## src/rtl/csirx_raw_pkg.sv

```systemverilog
// Shared definitions for the CSI-2 RX RAW pixel decoder.
// Holds mode encodings, per-mode group sizes, accumulator depth and mode helpers.
// Optional feature macro: RAW_DECODER_RAW12_EN (enables RAW12, deepens accumulator).
package csirx_raw_pkg;

  typedef enum logic [1:0] {
    MODE_RAW8  = 2'b00,
    MODE_RAW10 = 2'b01,
    MODE_RAW12 = 2'b10,
    MODE_RSVD  = 2'b11
  } raw_mode_e;

  localparam int unsigned GRP_RAW8  = 4;
  localparam int unsigned GRP_RAW10 = 5;
  localparam int unsigned GRP_RAW12 = 6;
  localparam int unsigned MAX_GRP   = 6;

`ifdef RAW_DECODER_RAW12_EN
  localparam int unsigned ACC_BYTES = 12;
`else
  localparam int unsigned ACC_BYTES = 8;
`endif

  localparam int unsigned CNT_W = $clog2(ACC_BYTES + 1);

  // Bytes consumed per 4-pixel group.
  function automatic logic [CNT_W-1:0] group_size(input raw_mode_e m);
    case (m)
      MODE_RAW8:  return CNT_W'(GRP_RAW8);
      MODE_RAW10: return CNT_W'(GRP_RAW10);
      default:    return CNT_W'(GRP_RAW12);
    endcase
  endfunction

  // Modes for which no data is accepted.
  function automatic logic mode_reserved(input raw_mode_e m);
`ifdef RAW_DECODER_RAW12_EN
    return (m == MODE_RSVD);
`else
    return (m == MODE_RSVD) || (m == MODE_RAW12);
`endif
  endfunction

endpackage

```

## src/rtl/raw_pixel_unpack.sv

```systemverilog
// Combinational group-to-pixel mapping for RAW8/RAW10/RAW12.
// Ports:
//   mode_i  : pixel format of the group
//   grp_i   : group bytes, byte k at bits [8k+7:8k]
//   pix_c_o : four zero-extended pixels, pixel 1 in the LSB slot
module raw_pixel_unpack
  import csirx_raw_pkg::*;
#(
  parameter int unsigned PIX_W = 16
) (
  input  raw_mode_e                mode_i,
  input  logic [8*MAX_GRP-1:0]     grp_i,
  output logic [4*PIX_W-1:0]       pix_c_o
);

  logic [7:0] b [MAX_GRP];

  // Split the packed group into bytes.
  always_comb begin
    for (int unsigned k = 0; k < MAX_GRP; k++) begin
      b[k] = grp_i[8*k +: 8];
    end
  end

  // Byte-to-pixel placement; low bits come from the shared LSB byte(s).
  always_comb begin
    pix_c_o = '0;
    case (mode_i)
      MODE_RAW8: begin
        for (int k = 0; k < 4; k++) begin
          pix_c_o[k*PIX_W +: PIX_W] = PIX_W'(b[k]);
        end
      end
      MODE_RAW10: begin
        for (int k = 0; k < 4; k++) begin
          pix_c_o[k*PIX_W +: PIX_W] = PIX_W'({b[k], b[4][2*k +: 2]});
        end
      end
      MODE_RAW12: begin
        pix_c_o[0*PIX_W +: PIX_W] = PIX_W'({b[0], b[2][3:0]});
        pix_c_o[1*PIX_W +: PIX_W] = PIX_W'({b[1], b[2][7:4]});
        pix_c_o[2*PIX_W +: PIX_W] = PIX_W'({b[3], b[5][3:0]});
        pix_c_o[3*PIX_W +: PIX_W] = PIX_W'({b[4], b[5][7:4]});
      end
      default: ;
    endcase
  end

endmodule

```

## src/rtl/raw_decoder.sv

```systemverilog
// CSI-2 RX RAW8/RAW10/RAW12 decoder: accumulates received bytes and emits
// registered 4-pixel groups.
// Feature macro: RAW_DECODER_RAW12_EN enables RAW12 (mode 10); otherwise mode 10 is reserved.
// Ports:
//   rxbyteclkhs  : byte clock
//   reset_n      : synchronous active-low reset
//   frame_active : payload in progress
//   frame_valid  : frame in progress (valid = frame_active & frame_valid)
//   mode         : 00 RAW8, 01 RAW10, 10 RAW12, 11 reserved; latched at frame start
//   data_in      : IN_BYTES received bytes, first byte in the MSBs
//   data_out     : four pixels, pixel 1 in the LSB slot
//   out_valid    : data_out holds a complete group
//   frame_err    : one-cycle pulse on partial-group discard or reserved mode
module raw_decoder
  import csirx_raw_pkg::*;
#(
  parameter int unsigned IN_BYTES = 2,
  parameter int unsigned PIX_W    = 16
) (
  input  logic                  rxbyteclkhs,
  input  logic                  reset_n,
  input  logic                  frame_active,
  input  logic                  frame_valid,
  input  logic [1:0]            mode,
  input  logic [8*IN_BYTES-1:0] data_in,
  output logic [4*PIX_W-1:0]    data_out,
  output logic                  out_valid,
  output logic                  frame_err
);

  localparam int unsigned ACC_W = 8 * ACC_BYTES;
  localparam int unsigned IN_W  = 8 * IN_BYTES;
  localparam int unsigned GRP_W = 8 * MAX_GRP;

  logic                 valid_q, valid_d;
  raw_mode_e            mode_q, mode_d;
  logic [ACC_W-1:0]     acc_q, acc_d;
  logic [CNT_W-1:0]     cnt_q, cnt_d;
  logic [4*PIX_W-1:0]   data_out_q, data_out_d;
  logic                 out_valid_q, out_valid_d;
  logic                 frame_err_q, frame_err_d;

  logic                 valid_c, start_c, rsvd_c;
  raw_mode_e            cur_mode_c;
  logic [CNT_W-1:0]     grp_c, fill_c;
  logic [IN_W-1:0]      in_le_c;
  logic [ACC_W-1:0]     merged_c;
  logic [4*PIX_W-1:0]   pix_c;

  assign valid_c = frame_active & frame_valid;

  // Reorder input so the first received byte sits in the lowest byte lane.
  always_comb begin
    in_le_c = '0;
    for (int unsigned b = 0; b < IN_BYTES; b++) begin
      in_le_c[8*b +: 8] = data_in[8*(IN_BYTES-1-b) +: 8];
    end
  end

  // On the first valid cycle the incoming mode applies immediately.
  always_comb begin
    start_c    = valid_c & ~valid_q;
    cur_mode_c = start_c ? raw_mode_e'(mode) : mode_q;
    rsvd_c     = mode_reserved(cur_mode_c);
    grp_c      = group_size(cur_mode_c);
    fill_c     = cnt_q + CNT_W'(IN_BYTES);
    // Bytes above cnt_q are always zero, so OR-in appends in order.
    merged_c   = acc_q | (ACC_W'(in_le_c) << {cnt_q, 3'b000});
  end

  raw_pixel_unpack #(
    .PIX_W (PIX_W)
  ) u_unpack (
    .mode_i  (cur_mode_c),
    .grp_i   (merged_c[GRP_W-1:0]),
    .pix_c_o (pix_c)
  );

  // Next-state: accept, emit at most one group, flush on valid fall.
  always_comb begin
    valid_d     = valid_c;
    mode_d      = mode_q;
    acc_d       = acc_q;
    cnt_d       = cnt_q;
    data_out_d  = '0;
    out_valid_d = 1'b0;
    frame_err_d = 1'b0;

    if (start_c) begin
      mode_d = cur_mode_c;
    end

    if (valid_c) begin
      if (rsvd_c) begin
        frame_err_d = start_c;
      end else if (fill_c >= grp_c) begin
        out_valid_d = 1'b1;
        data_out_d  = pix_c;
        acc_d       = merged_c >> {grp_c, 3'b000};
        cnt_d       = fill_c - grp_c;
      end else begin
        acc_d = merged_c;
        cnt_d = fill_c;
      end
    end else if (valid_q) begin
      acc_d       = '0;
      cnt_d       = '0;
      frame_err_d = (cnt_q != '0);
    end
  end

  // State registers with synchronous reset.
  always_ff @(posedge rxbyteclkhs) begin
    if (!reset_n) begin
      valid_q     <= 1'b0;
      mode_q      <= MODE_RAW8;
      acc_q       <= '0;
      cnt_q       <= '0;
      data_out_q  <= '0;
      out_valid_q <= 1'b0;
      frame_err_q <= 1'b0;
    end else begin
      valid_q     <= valid_d;
      mode_q      <= mode_d;
      acc_q       <= acc_d;
      cnt_q       <= cnt_d;
      data_out_q  <= data_out_d;
      out_valid_q <= out_valid_d;
      frame_err_q <= frame_err_d;
    end
  end

  assign data_out  = data_out_q;
  assign out_valid = out_valid_q;
  assign frame_err = frame_err_q;

endmodule
```

## config.mk

```make
export PLATFORM = sky130hd
export DESIGN_NAME = raw_decoder
export DESIGN_NICKNAME = d
export VERILOG_FILES = /design/src/rtl/csirx_raw_pkg.sv /design/src/rtl/raw_pixel_unpack.sv /design/src/rtl/raw_decoder.sv
export SDC_FILE = /design/constraint.sdc
export NUM_CORES = 1
export LEC_CHECK = 0
export ABC_CLOCK_PERIOD_IN_PS = 2700
export BUFFER_PORTS_ARGS = -buffer_cell sky130_fd_sc_hd__buf_2
export CAP_MARGIN = 20
export CORE_ASPECT_RATIO = 0.6
export CORE_MARGIN = 2
export CORE_UTILIZATION = 51
export DETAILED_ROUTE_END_ITERATION = 8
export PLACE_DENSITY = 0.88
export SLEW_MARGIN = 0
export SYNTH_ARGS = -nofsm -noshare
export SYNTH_HDL_FRONTEND = slang
export SYNTH_SLANG_ARGS = --single-unit
```

## constraint.sdc

```tcl
create_clock -name rxbyteclkhs -period 2.7 [get_ports rxbyteclkhs]
set_input_delay 0.405 -clock rxbyteclkhs [delete_from_list [all_inputs] [get_ports rxbyteclkhs]]
set_output_delay 0.405 -clock rxbyteclkhs [all_outputs]
set_load 0.02 [all_outputs]
```

* Yosys cells after proc, flatten, opt, wreduce, memory -nomap -nowiden *
Index checks and enable logic that the tools add are counted.

operators by class
  bitwise logic cells = 7
  multipliers = 0
  divide/modulo/power cells = 0
  mux-type cells = 15
  $lt $le $gt $ge = 1
  $add $sub $neg = 2
  eq/ne operators = 4
  shifts and indexed selects = 2
  reductions and logical operators = 7

operators with widths
  operator                                                         number
  64-bit 2-to-1 mux                                                4
  60-bit one-hot mux with 3 select lines                           1
  64-bit OR                                                        1
  16-bit by 7-bit << shifter with 64-bit output                    1
  64-bit by 7-bit right shift with 64-bit output                   1
  4-bit 2-to-1 mux                                                 4
  4-bit by 2-bit adder with 4-bit output, second input constant    1
  2-bit == test, second input constant                             2
  4-bit greater-or-equal comparator                                1
  1-bit 2-to-1 mux                                                 4
  1-bit NOT                                                        4
  2-bit one-hot mux with 2 select lines                            1
  4-bit nonzero test                                               1
  4-bit OR reduction                                               1
  4-bit subtractor                                                 1
  3-bit OR reduction                                               1
  1-bit AND                                                        2
  2-bit by 1-bit == test with 1-bit output, second input constant  1
  2-bit logical NOT                                                1
  2-bit 2-to-1 mux                                                 1
  2-bit inequality test, second input constant                     1
  2-bit AND reduction                                              1
  2-bit nonzero test                                               1
  1-bit logical OR                                                 1

word-level totals
  register bits after elaboration = 137
  bits in read-only memories = 0
  memory bits (writable) = 0
  memories = 0
  logic and storage cells = 45
  output and inout port bits = 66
  latch bits = 0

* Longest topological paths before layout *
Gate-level depths: netlist (run 1).

  depth in word-level cells = 9
  gate-level depth with buffers = 16

* Hierarchy *
Synthesis (run 1) repeated with hierarchy kept, for this count alone.

second synthesis, totals
  cell total of the unflattened synthesis = 748
  area total of the unflattened synthesis = 6749.0 sq um

modules (own cells, without submodules)
  module            cells each  instances  area each (sq um)  seq. area each (sq um)
  raw_decoder       600         1          5606.6             2742.6
  raw_pixel_unpack  148         1          1142.3             0.0

* Least setup slack after synthesis (run 1) *
OpenSTA, ideal clock, no wires.

  kind = register to register
  from = reg valid_q
  to = reg acc_q[24]
  arrival = 2.814 ns
  setup time = 0.123 ns
  required time = 2.577 ns
  cell stages (with the launch flop) = 17
  path buffers = 4
  setup slack = -0.236 ns
  cell sequence = dfxtp_1 > buf_6 > nand3b_4 > buf_6 > mux2i_4 > inv_2 > buf_2 > ha_1 > inv_1 > fa_1 > a21o_1 > a21oi_2 > or3_1 > buf_2 > clkinv_2 > nand2_2 > o22ai_1

on the way
  longest elaborated chain between the ends = 9
  elaborated cells on any way between the ends = 17

ends and longest elaborated chain
  element                                                                                                     RTL line                              source
  start, declared                                                                                             raw_decoder.sv:35                     logic valid_q, valid_d;
  start signal, assigned                                                                                      raw_decoder.sv:123                    valid_q <= valid_d;
  1-bit NOT                                                                                                   raw_decoder.sv:62                     start_c = valid_c & ~valid_q;
  1-bit AND                                                                                                   raw_decoder.sv:62
  2-bit 2-to-1 mux                                                                                            raw_decoder.sv:63                     cur_mode_c = start_c ? raw_mode_e'(mode) : mode_q;
  2-bit by 1-bit == test with 1-bit output / 2-bit logical NOT (equally long branches)                        csirx_raw_pkg.sv:28                   case (m)
  2-bit one-hot mux with 2 select lines                                                                       csirx_raw_pkg.sv:28
  64-bit by 7-bit right shift with 64-bit output / 4-bit greater-or-equal comparator (equally long branches)  raw_decoder.sv:99, raw_decoder.sv:96
  64-bit 2-to-1 mux                                                                                           raw_decoder.sv:96                     end else if (fill_c >= grp_c) begin
  64-bit 2-to-1 mux                                                                                           raw_decoder.sv:94                     if (rsvd_c) begin
  64-bit 2-to-1 mux                                                                                           raw_decoder.sv:93                     if (valid_c) begin
  end signal, assigned                                                                                        raw_decoder.sv:117                    acc_q <= '0;
  end signal, assigned                                                                                        raw_decoder.sv:125                    acc_q <= acc_d;
  end, declared                                                                                               raw_decoder.sv:37                     logic [ACC_W-1:0] acc_q, acc_d;

Parallel ways exist; a longest one is shown, timed or not. The select of a mux whose other input is x is not followed.
A chain may end at the register's enable or synchronous reset.

* Worst setup path in the final report (run 1) *
  from = reg mode_q[0]
  to = reg data_out_q[23], in the netlist data_out[23]

on the way
  longest elaborated chain between the ends = 6
  elaborated cells on any way between the ends = 11

ends and longest elaborated chain
  element                                                                               RTL line                                     source
  start, declared                                                                       raw_decoder.sv:36                            raw_mode_e mode_q, mode_d;
  start signal, assigned                                                                raw_decoder.sv:124                           mode_q <= mode_d;
  2-bit 2-to-1 mux *                                                                    raw_decoder.sv:63
  2-bit by 1-bit == test with 1-bit output / 2-bit logical NOT (equally long branches)  csirx_raw_pkg.sv:28, raw_pixel_unpack.sv:28
  2-bit one-hot mux with 2 select lines                                                 csirx_raw_pkg.sv:28
  4-bit greater-or-equal comparator                                                     raw_decoder.sv:96
  1-bit NOT (no source line)                                                            -
  4-bit OR reduction (no source line)                                                   -
  end signal, assigned                                                                  raw_decoder.sv:127                           data_out_q <= data_out_d;
  end, declared                                                                         raw_decoder.sv:39                            logic [4*PIX_W-1:0] data_out_q, data_out_d;

Every way passes the cells marked *; elsewhere a longest branch is shown, timed or not.

==> results.md, run 1 <==
- Of the post-synthesis cell area, the dominant cell type holds 0.4284.
- The fraction of final layout cells sized beyond drive strength 1 is 0.2243.
- IR analysis of the VDD net gives a maximum drop of about 0.52 mV.
- After detailed routing, the number of vias per cell comes to 6.426.
- The count of hold-fix buffers inserted at cts is 0.
- The synthesis-to-layout area growth is 20.31%.
- The final design utilization is 0.6377.
- The pre-antenna-repair detailed-routing pass consisted of 6 iterations.
- The worst setup slack after layout is 0.1048 ns.
- The startpoint identified for the worst register-to-register timing path is mode_q[0]$_SDFFE_PN0N_.
- The final number of hold-violating endpoints was 0.
- In this run the count of I/O pins placed on the die edge is 88.
- The overall power of the completed layout is 4.862 mW.
- The CTS buffer count is 17.
- Counting flops with a built-in enable in the synthesized netlist gives 0.
- The fmax is about 390 MHz.
- The worst setup path is of the flop to flop kind.
- The number of library cell types mapped by synthesis is slightly above 70.
- Routability-driven placement finished with a final weighted congestion of 0.9771.
- The analysis attributes to cell leakage a power of roughly 2.9 nW.
- The commonest register cell after synthesis is sky130_fd_sc_hd__dfxtp_1.
- In this run the number of H-tree levels came out at 4.
- Setup violations remaining at the end of the flow were counted as 0.
- The final route contains 5655 vias.
- The total DRC errors in the routed layout is 0.
- The first-pass GRT wire length is between 20 and 30 mm.
- The number of buffers added for setup after CTS is 0.
- The final period demand of the worst path is between 2 and 3 ns.
- Across every metal layer, demand over resource in global routing totals 0.3088.
- The floorplan die area is 11970 um^2.
- For the worst setup path, the data required time is 3.00 ns.
- The largest family of logic cells by synthesized area is compound AO/OA/AOI/OAI gates.
- The power density over the cells is approximately 710 nW/um^2.
- Counting flops and latches in the post-synthesis netlist gives 121.
- Counting instances in the post-synthesis netlist gives the leading cell types as 121 x sky130_fd_sc_hd__dfxtp_1, 95 x sky130_fd_sc_hd__a21oi_1, 79 x sky130_fd_sc_hd__nor2_1.
- The count of nets left with antenna violations after detail routing is 0.
- STA classifies the critical path startpoint as a flop.
- The number of max-slew violations in the final report was 0.
- For this run, asynchronously set or reset flops after synthesis account for 0.
- In this run the worst hold path is classified as input pin to flop.
- The pin count of the biggest net entering global routing is 33.
- The total core area is 10670 um^2.
- For this run, the post-layout net count is 753.
- At the pin with the least slew margin, the transition time is 0.7436 ns.
- The final worst-path cycle share is 0.9612.
- Counting along the longest clock path gives a buffer depth of 2.
- The number of cells in the finished layout apart from fillers is 880.
- The clock root buffer is sky130_fd_sc_hd__clkbuf_16.
- For this configuration, the core starts out at a cell density of 0.5300.
- The synthesized-area fraction occupied by adder cells is 0.01018.
- The synthesized-area fraction occupied by and/or/nand/nor cells is 0.1505.
- The final HPWL from detailed placement is 13.41 mm.
- Of all nets on the critical path, the largest fanout is 27.
- The wire length per cell is 21.48 um.
- The die width is 139.9 um.
- The CTS clock-pin slew for the worst setup and hold paths is 0.06 ns.
- Headroom to the max-slew limit came out at 0.5016.
- The flow ran to the end, and the final reports show no timing, DRC or antenna violations.
- The synthesized area per cell is about 8.7 um^2.
- The sink count of the clock tree is 121.
- The floorplan has 29 rows.
- In the final timing run, aggregate negative setup slack is 0 ns.
- The number of max-capacitance violations reported is 0.
- The number of synthesis warnings is 0.
- The first element of the critical path is mode_q[0]$_SDFFE_PN0N_.
- Sorting the synthesized cells by area gives the leading types as sky130_fd_sc_hd__dfxtp_1 43%, sky130_fd_sc_hd__a21oi_1 8.4%, sky130_fd_sc_hd__nor2_1 5.2%, sky130_fd_sc_hd__o22ai_1 3.5%, sky130_fd_sc_hd__a21o_1 3.5%.
- The worst slack after detailed placement is -0.04291 ns.
- For this run, the register share of the synthesized area comes to 0.4284.
- Setup repair after global routing left no endpoint under its margin.
- The biggest area contributor in the post-synthesis netlist is sky130_fd_sc_hd__dfxtp_1.
- The count of buffers added on input and output ports is 71.
- The initial antenna violation count is 1.
- STA classifies the critical path endpoint as a flop.
- The floorplan die height is 85.56 um.
- The share of the synthesized area in compound gates (AO/OA/AOI/OAI) came to 0.2925.
- In this run, the number of DRC markers left after iteration 0 of detailed routing was roughly 920.
- At the later pin of the worst-skew pair, clock insertion delay measures 0.42 ns.
- The leading cell type by number of instances after synthesis is sky130_fd_sc_hd__dfxtp_1.
- The CTS tree is done.
- After global routing the overflow that remains totals 0.
- For the worst setup path, the data arrival time is 2.89 ns.
- The start point of the worst hold path is reset_n.
- The post-synthesis xor/xnor area fraction is 0.004426.
- The mux cell area share after synthesis is 0.03496.
- The synthesized netlist occupies a cell area of 5654 um^2.
- For the final database, setup skew stands at 0.01174 ns.
- The total length of routed wires is 18.90 mm.
- Synthesis produced a netlist whose cell count is between 600 and 700.
- The number of global-route vias before repair is 5005.
- The post-placement cell count is 847.
[state kept, by name (all words and copies together) (netlist names)]
name,flops
data_out,48
mode_q,2
acc_q,64
out_valid,1
valid_q,1
cnt_q,4
frame_err,1
[placed cells by master (no fill, tap or decap), types with 5 or more instances in the layout]
cell | netlist | final
sky130_fd_sc_hd__dfxtp_1 | 121 | 121
sky130_fd_sc_hd__a21oi_1 | 95 | 95
sky130_fd_sc_hd__nor2_1 | 79 | 79
sky130_fd_sc_hd__buf_2 | 25 | 71
sky130_fd_sc_hd__nand2_1 | 38 | 38
sky130_fd_sc_hd__o22ai_1 | 32 | 32
sky130_fd_sc_hd__o21ai_0 | 30 | 30
sky130_fd_sc_hd__a21o_1 | 26 | 26
sky130_fd_sc_hd__conb_1 | 1 | 24
sky130_fd_sc_hd__buf_4 | 21 | 24
sky130_fd_sc_hd__nor3_1 | 17 | 17
sky130_fd_sc_hd__clkbuf_16 | 0 | 17
sky130_fd_sc_hd__a31oi_1 | 13 | 13
sky130_fd_sc_hd__a22oi_1 | 12 | 12
sky130_fd_sc_hd__nor2b_1 | 11 | 10
sky130_fd_sc_hd__mux2_2 | 8 | 8
sky130_fd_sc_hd__a22o_1 | 8 | 8
sky130_fd_sc_hd__and2_1 | 6 | 6
sky130_fd_sc_hd__inv_1 | 6 | 5
sky130_fd_sc_hd__o21a_1 | 5 | 5
sky130_fd_sc_hd__bufinv_16 | 0 | 5
[cell families (layout without fill, tap and decap cells)]
logic type	count (synthesis)	after routing
AOI/OAI and AO/OA	255	255
buffers and inverters	75	140
xor gates and xnor gates	2	2
and+or+nand+nor	178	178
DFF	121	121
muxes	16	16
other	1	25
adders and majority gates	4	4
[per-stage QoR]
step	instance area, um^2	hold slack (ns)
detailed placement	6135	0.4584
global placement	6135	0.4432
finish	6803	0.2897
global route	6800	0.2919
CTS	6795	0.2911
floorplan	5791	0.4293
[report_power, final]
| part | leakage (nW) | switching (mW) | internal [mW] |
|---|---|---|---|
| logic | 1.57 | 0.344 | 0.159 |
| clock network | 0.319 | 0.859 | 1.67 |
| registers | 0.979 | 0.0155 | 1.81 |
[worst max-delay path: stages, from the launching register on]
cell                      delay (ns)
sky130_fd_sc_hd__dfxtp_1        0.41
sky130_fd_sc_hd__nor2b_4        0.22
sky130_fd_sc_hd__mux2i_4        0.09
sky130_fd_sc_hd__inv_2          0.09
sky130_fd_sc_hd__ha_4           0.14
sky130_fd_sc_hd__inv_2          0.03
sky130_fd_sc_hd__fa_2           0.34
sky130_fd_sc_hd__a21o_1         0.17
sky130_fd_sc_hd__a21oi_2        0.21
sky130_fd_sc_hd__or3_1          0.15
sky130_fd_sc_hd__buf_4          0.18
sky130_fd_sc_hd__buf_12         0.19
sky130_fd_sc_hd__buf_4          0.17
sky130_fd_sc_hd__nor2_1         0.06
[timing repair]
| action | 4_1_cts | 5_1_grt |
|---|---|---|
| setup endpoints to repair | 2 | 8 |
| gates resized for setup | 1 | 1 |
| pin swaps | 0 | 0 |
[per-layer routing]
layer | GRT usage | wire, um | up-vias
li1 | - | - | 2488
met1 | 0.4622 | 7938 | 2653
met2 | 0.4164 | 7453 | 475
met3 | 0.1111 | 3228 | 39
met4 | 0.08273 | 283 | 0
met5 | 0 | 0 | -
[final timing paths]
kind / end / slack [ns] / depth (start not counted)
max: data_out[23]$_SDFF_PP0_ / 0.10 / 13
min: valid_q$_SDFF_PN0_ / 0.29 / 2
max reg2reg: data_out[23]$_SDFF_PP0_ / 0.10 / 13
min reg2reg: acc_q[60]$_SDFFE_PN0P_ / 0.48 / 2
[final cells by class]
| class | instances | area [um^2] |
|---|---|---|
| Antenna cell | 1 | 2.502 |
| Clock buffer | 19 | 442.9 |
| Clock inverter | 13 | 215.2 |
| Fill cell | 875 | 3865 |
| Inverter | 10 | 47.55 |
| Multi-Input combinational cell | 479 | 2903 |
| Sequential cell | 121 | 2422 |
| Tap cell | 139 | 173.9 |
| Timing Repair Buffer | 98 | 595.6 |
Power figures use the tool's default switching activity.
==> run 2, diff against run 1 <==
==> constraint.sdc (replaced) <==
create_clock -name rxbyteclkhs -period 2.7 [get_ports rxbyteclkhs]
set_input_delay 0 -clock rxbyteclkhs [delete_from_list [all_inputs] [get_ports rxbyteclkhs]]
set_output_delay 0 -clock rxbyteclkhs [all_outputs]
set_load 0.02 [all_outputs]
==> run 2 against run 1 <==
Non-clock buffer count grew 1. Total power decreased by 7.0%. Via count shrank 0.37%. Routed wire length fell by 1.7%. Worst setup slack improved by 0.0075 ns. Combinational power down 0.8%. Clock skew is 0.0076 ns lower. Die area unchanged. Final cell count decreased by 0.11%. Flip-flop and latch count is the same. Clock power down 13%.
==> results.md, run 2 (synthesis gave the netlist of run 1 again) <==
- The net switching component of the power is 1.177 mW.
- a little under 90 I/O pins were placed.
- The vias per cell is 6.410.
- The sequential share of power is 0.404.
- The worst hold path passes through 3 cells.
- The CTS tree is done.
- The final layout contains roughly 750 nets.
- The final HPWL from detailed placement is 12.87 mm.
- Power spread over the standard cell area amounts to 672.3 nW/um^2.
- Max-cap violations in this run came to 0.
- The critical path goes through nand3b_4, mux2i_4, inv_2, ha_4, inv_2, fa_2, a21o_1, a21oi_2, buf_4, a21o_1, nand2_2, buf_12, nor3_1.
- Buffers inserted during clock tree synthesis total 17.
- The number of placed instances, taps included, is 837.
- The flip-flop count of the largest register after layout is 64.
- After global routing the overflow that remains totals 0.
- The initial antenna violation count is 0.
- The number of antenna diodes in the final layout is 0.
- The share of power burned in combinational logic is 0.110.
- The final number of hold-violating endpoints is 0.
- The floorplan step defined a core boundary enclosing 10670 um^2.
- The post-route clock skew is 0.004185 ns.
- The startpoint class of the critical path is a flop.
- For the worst-skew pair, the clock arrives at the later sink with an insertion delay of between 0.4 and 0.5 ns.
- After detailed routing, the average wire length per cell comes to roughly 21 um.
- Of the total power, the share spent switching nets is 0.2605.
- The terminus of the critical flop-to-flop path is acc_q[59]$_SDFFE_PN0P_.
- The slowest cell on the critical path is sky130_fd_sc_hd__fa_2.
- After clock tree synthesis, the clock-pin slew on the worst setup and hold paths is 0.06 ns.
- The final period demand of the worst path is roughly 2.6 ns.
- The highest net fanout along the worst path is 63.
- CTS saw 121 sinks.
- Entering global routing, the biggest net connects 64 pins.
- The floorplan step defined a die boundary enclosing around 12000 um^2.
- The initial detailed-routing violation count is 1056.
- The number of global-route vias before repair was between 5000 and 6000.
- Setup repair after global routing left no endpoint under its margin.
- The register with the most flip-flops in the final layout is acc_q.
- The worst hold slack is 0.02532 ns.
- The final estimated routing congestion in global placement is 1.007.
- The clock root buffer is sky130_fd_sc_hd__clkbuf_16.
- The worst-case hold path end point is acc_q[1]$_SDFFE_PN0P_.
- The flow ran to the end, and the final reports show no timing, DRC or antenna violations.
- The first TritonRoute pass finished after 7 iterations.
- The completed layout was analyzed and its total power is about 4.5 mW.
- The floorplan die height is 85.56 um.
- Setup violations remaining at the end of the flow were counted as 0.
- Broken down by cell family, the worst path's largest delay share belongs to buffers and inverters.
- The count of vias placed by the detailed router is roughly 5600.
- The arrival time of data at the critical path endpoint is 2.93 ns.
- The number of buffers inserted by port buffering is 71.
- The die width is 139.9 um.
- Of the available clock period, the critical path in the final layout requires 0.9584.
- On the worst path, the slowest cell contributes a delay of roughly 0.35 ns.
- The internal portion of the total power is 3.343 mW.
- The total number of H-tree levels is 4.
- The type of element capturing the critical path is a flop.
- The count of cells in the finished layout, fillers not included, comes to 879.
- Across the VDD grid, the largest voltage drop is 0.5259 mV.
- The headroom to the max-slew limit is 0.2852.
- The number of buffers and inverters on the critical path is 4.
- The clock group share of total power is 0.485.
- The most common cell after layout, fill and taps aside is sky130_fd_sc_hd__dfxtp_1.
- For this configuration, the core starts out at a cell density of 0.5300.
- The top cell types in the final layout, fill and taps aside, are 121 x sky130_fd_sc_hd__dfxtp_1, 95 x sky130_fd_sc_hd__a21oi_1, 79 x sky130_fd_sc_hd__nor2_1.
- Summed over all layers, the routed wires come to between 15 and 20 mm.
- The first-pass GRT wire length is 27.68 mm.
- The final design utilization is 0.6303.
- The number of max-slew violations in the final report is 0.
- The count of nets left with antenna violations after detail routing is 0.
- The synthesis-to-layout area growth is 18.92%.
- The total DRC errors in the routed layout is 0.
- The fmax is 386.4 MHz.
- The setup check on the worst reg-to-reg path leaves a slack of 0.11 ns.
- The critical path start-end classification is flop to flop.
- The cell count of the worst reg-to-reg path is 13.
- The initialized floorplan defines 29 standard-cell rows.
- The slew of the pin with the lowest slew margin is 1.068 ns.
- For this run, the total global-route usage over all layers was measured as 0.3028.
- The path type of the worst min-delay path is input pin to flop.
- The worst hold path begins at data_in[9].
- Summed over all cells, the static leakage comes to around 2.8 nW.
- Of the cells placed in the final design, the portion with a size suffix greater than 1 is 0.2149.
- The maximum root-to-sink buffer count is 2.
- The number of fillers in the final layout is 922.
- In this run the critical register-to-register path is launched from valid_q$_SDFF_PN0_.
- STA puts the critical path data required time at 3.04 ns.
[run 2: cell type report]
type                            count  area, um^2  area share
Inverter                           10       47.55    0.007071
Timing Repair Buffer               99       608.1     0.09044
Clock buffer                       19       442.9     0.06587
Multi-Input combinational cell    479        2903      0.4317
Clock inverter                     12       126.4     0.01879
Tap cell                          139       173.9     0.02587
Sequential cell                   121        2422      0.3603
[run 2: repair_timing]
item	4_1_cts	5_1_grt
gates resized for setup	0	2
setup buffers	0	4
endpoints found under the hold margin	7	0
hold buffers	7	0
endpoints found under the setup margin	0	29
[run 2: how the worst max path moves through the flow]
stage | slack (ns) | depth (start not counted) | end | start
6_report | 0.11 | 13 | acc_q[59]$_SDFFE_PN0P_ | valid_q$_SDFF_PN0_
4_1_cts | 0.05 | 13 | acc_q[54]$_SDFFE_PN0P_ | mode_q[0]$_SDFFE_PN0N_
3_5_place_dp | 0.07 | 13 | acc_q[59]$_SDFFE_PN0P_ | valid_q$_SDFF_PN0_
2_1_floorplan | -0.003 | 16 | data_out[17]$_SDFF_PP0_ | valid_q$_SDFF_PN0_
5_1_grt | 0.01 | 13 | acc_q[58]$_SDFFE_PN0P_ | valid_q$_SDFF_PN0_
3_3_place_gp | 0.19 | 13 | acc_q[58]$_SDFFE_PN0P_ | valid_q$_SDFF_PN0_
[run 2: worst register-to-register path, cell delays in order, from the launching register on]
cell	delay, ns
sky130_fd_sc_hd__dfxtp_1	0.31
sky130_fd_sc_hd__nand3b_4	0.21
sky130_fd_sc_hd__mux2i_4	0.22
sky130_fd_sc_hd__inv_2	0.09
sky130_fd_sc_hd__ha_4	0.14
sky130_fd_sc_hd__inv_2	0.04
sky130_fd_sc_hd__fa_2	0.35
sky130_fd_sc_hd__a21o_1	0.18
sky130_fd_sc_hd__a21oi_2	0.18
sky130_fd_sc_hd__buf_4	0.16
sky130_fd_sc_hd__a21o_1	0.14
sky130_fd_sc_hd__nand2_2	0.08
sky130_fd_sc_hd__buf_12	0.20
sky130_fd_sc_hd__nor3_1	0.22
[run 2: per-layer routing]
layer / vias up / share of wire / global-route usage
li1: 2477 / - / -
met1: 2632 / 0.40 / 0.4197
met2: 463 / 0.40 / 0.4195
met3: 62 / 0.18 / 0.1424
met4: 0 / 0.021 / 0.09091
met5: - / 0 / 0
[run 2: power groups by stage]
stage	Clock (mW)	Sequential [mW]	Combinational, mW
3_3_place_gp	0	1.86	0.446
5_1_grt	2.26	1.83	0.521
3_5_place_dp	0	1.86	0.458
2_1_floorplan	0	1.87	0.338
4_1_cts	2.19	1.83	0.471
6_report	2.19	1.83	0.499
[run 2: per-stage QoR]
stage / instance area, um^2 / TNS (ns) / setup slack, ns
floorplan: 5791 / -0.04213 / -0.003128
global placement: 6047 / 0 / 0.1882
detailed placement: 6047 / 0 / 0.06888
CTS: 6686 / 0 / 0.05375
global route: 6724 / 0 / 0.01394
finish: 6724 / 0 / 0.1123
==> run 3, diff against run 2 <==
- CORE_UTILIZATION: 51 -> 53
- CTS_BUF_LIST: default -> sky130_fd_sc_hd__clkbuf_4 sky130_fd_sc_hd__clkbuf_8
- PLACE_DENSITY: 0.88 -> 0.9
==> run 3 against run 2 <==
Design area decreased by 1.8%. Flip-flop and latch count unchanged. Clock skew increased by 0.0098 ns. Worst setup slack improved by 0.021 ns. Combinational power about the same. Critical path depth unchanged. Clock power decreased by 20%. First-iteration DRC count decreased by 30%. Largest power group is now sequential cells.
==> results.md, run 3 (synthesis gave the netlist of run 1 again) <==
- The data required time at the worst endpoint is 3.06 ns.
- The post-route clock skew is around 0.014 ns.
- At the end of routability-driven placement, the weighted congestion stood at 0.9669.
- Before antenna repair, the detailed router went through 6 iterations.
- Entering global routing, the biggest net connects 64 pins.
- Setup violations remaining at the end of the flow were counted as 0.
- After floorplanning, the core was divided into 29 placement rows.
- The sequential share of power is 0.448.
- Clock-pin slew was measured on the worst setup and hold paths at 0.08 ns.
- Across the VDD grid, the largest voltage drop is between 0.4 and 0.5 mV.
- The flip-flop and latch area is 2422 um^2.
- The power density over the cells is 616.1 nW/um^2.
- The internal cell power is about 2.9 mW.
- The highest net fanout along the worst path is 63.
- The register with the most flip-flops in the layout has 64 of them.
- The number of antenna repair diodes is 0.
- The worst setup path is launched from a flop.
- The headroom to the max-slew limit is 0.5516.
- Compared with the post-synthesis result, the final layout area differs by 16.82%.
- Dividing the detail-routed wire length by the instance count gives about 21 um.
- The floorplan die area is 11540 um^2.
- Across every metal layer, demand over resource in global routing totals 0.3236.
- The wire-length estimate of the detail-placed layout is ~13 mm.
- The clock group share of total power is 0.429.
- The sink count of the clock tree is 121.
- The net switching component of the power is 1.143 mW.
- The number of fillers in the final layout is 905.
- The clock latency on the worst-skew pair is 0.45 ns.
- The final number of hold-violating endpoints came to 0.
- The most common cell after layout, fill and taps aside is sky130_fd_sc_hd__dfxtp_1.
- The share of total power dissipated in combinational logic is 0.122.
- The clock root buffer is sky130_fd_sc_hd__clkbuf_8.
- The H-tree was split into 4 levels.
- The final-stage net count is 757.
- The total DRC errors in the routed layout is 0.
- The type of element capturing the critical path is a flop.
- The worst setup slack after layout is 0.1332 ns.
- The die width is around 140 um.
- The number of primary I/O pins is 88.
- The path type of the worst min-delay path is input pin to flop.
- STA puts the critical path data arrival time at 2.93 ns.
- The total core area is 10490 um^2.
- Measured along the y axis, the die boundary spans around 84 um.
- The smallest clock period supported by the final layout is computed as about 2.6 ns.
- The flow ran to the end, and the final reports show no timing, DRC or antenna violations.
- The first-pass GRT wire length is 27.78 mm.
- For this configuration, the core starts out at a cell density of 0.5392.
- The register name with the most flops is acc_q.
- The CTS buffer count is 17.
- The worst slack after detailed placement is 0.08247 ns.
- The total length of routed wires is around 19 mm.
- Final hold analysis gives a worst-case slack of 0.03163 ns.
- The critical path is of the flop to flop type.
- In the final layout, the multi-input gates occupy 2903 um^2.
- TritonCTS built the clock tree.
- The fmax is 389.6 MHz.
- The overall overflow remaining after global route is 0.
- The vias per cell is 6.334.
- The slew of the pin with the lowest slew margin is 0.6690 ns.
- The count of nets left with antenna violations once routing finished came out at 0.
- The initial antenna violation count came to 0.
- Dividing the final minimum period by the clock period gives 0.9507.
- The number of global-route vias before repair is approximately 5000.
- The maximum root-to-sink buffer count is 2.
- For this design the static power due to leakage is between 2 and 3 nW.
- The number of max-capacitance violations reported is 0.
- The count of vias placed by the detailed router is around 5600.
- During placement, the flow inserted port buffers numbering 71.
- The library cells used most frequently in the layout, excluding fill and tap cells, are 121 x sky130_fd_sc_hd__dfxtp_1, 95 x sky130_fd_sc_hd__a21oi_1, 79 x sky130_fd_sc_hd__nor2_1.
- In this run, the number of DRC markers left after iteration 0 of detailed routing was between 700 and 800.
- The switching part of the total is 0.2808.
- The fraction of final layout cells sized beyond drive strength 1 is 0.2177.
- The number of max-slew violations in the final report is 0.
run 3: worst max-delay path, stage by stage (launching register included):
cell,delay (ns)
sky130_fd_sc_hd__dfxtp_1,0.32
sky130_fd_sc_hd__nand3b_4,0.19
sky130_fd_sc_hd__mux2i_4,0.21
sky130_fd_sc_hd__inv_2,0.09
sky130_fd_sc_hd__ha_4,0.14
sky130_fd_sc_hd__inv_2,0.03
sky130_fd_sc_hd__fa_2,0.34
sky130_fd_sc_hd__a21o_1,0.18
sky130_fd_sc_hd__a21oi_2,0.17
sky130_fd_sc_hd__buf_4,0.15
sky130_fd_sc_hd__a21o_1,0.15
sky130_fd_sc_hd__nand2_2,0.08
sky130_fd_sc_hd__buf_12,0.19
sky130_fd_sc_hd__nor3_1,0.22
run 3: per-stage QoR:
step,power (mW),instance area [um^2],setup TNS (ns),util,std cells
5_1_grt,4.170,6605,-0.01572,0.6299,883
2_1_floorplan,2.208,5791,-0.04213,-,675
6_report,4.069,6605,0,0.6299,883
4_1_cts,4.045,6590,0,0.6284,882
3_5_place_dp,2.325,6077,0,0.5795,841
3_3_place_gp,2.313,6077,0,0.5795,841
run 3: what timing repair did:
action                                  in CTS  in global routing
resized for setup                            0                  2
endpoints found under the hold margin       16                  0
setup buffers                                0                  1
endpoints found under the setup margin       0                 27
hold buffers                                 9                  0
run 3: worst paths after layout:
path                             to                   start  slack, ns  cells after the start
max          acc_q[59]$_SDFFE_PN0P_      valid_q$_SDFF_PN0_       0.13                     13
min          acc_q[35]$_SDFFE_PN0P_             data_in[11]       0.03                      4
max reg2reg  acc_q[59]$_SDFFE_PN0P_      valid_q$_SDFF_PN0_       0.13                     13
min reg2reg  acc_q[35]$_SDFFE_PN0P_  acc_q[35]$_SDFFE_PN0P_       0.48                      2
run 3: power groups by stage:
stage	sequential (mW)	combinational, mW	clock, mW
6_report	1.82	0.498	1.75
5_1_grt	1.83	0.525	1.82
4_1_cts	1.82	0.473	1.75
3_5_place_dp	1.86	0.460	0
3_3_place_gp	1.86	0.450	0
2_1_floorplan	1.87	0.338	0
run 3: layout make-up:
| type | instances | area share |
|---|---|---|
| Timing Repair Buffer | 102 | 0.09623 |
| Multi-Input combinational cell | 479 | 0.4395 |
| Inverter | 10 | 0.007198 |
| Tap cell | 139 | 0.02633 |
| Sequential cell | 121 | 0.3667 |
| Clock inverter | 13 | 0.02538 |
| Clock buffer | 19 | 0.03864 |
run 3: layer usage:
layer | share of wire | track usage | vias up
met4 | 0.021 | 0.09841 | 0
met1 | 0.43 | 0.4805 | 2590
met3 | 0.16 | 0.1275 | 53
met2 | 0.39 | 0.4229 | 472
met5 | 0 | 0 | -
li1 | - | - | 2478
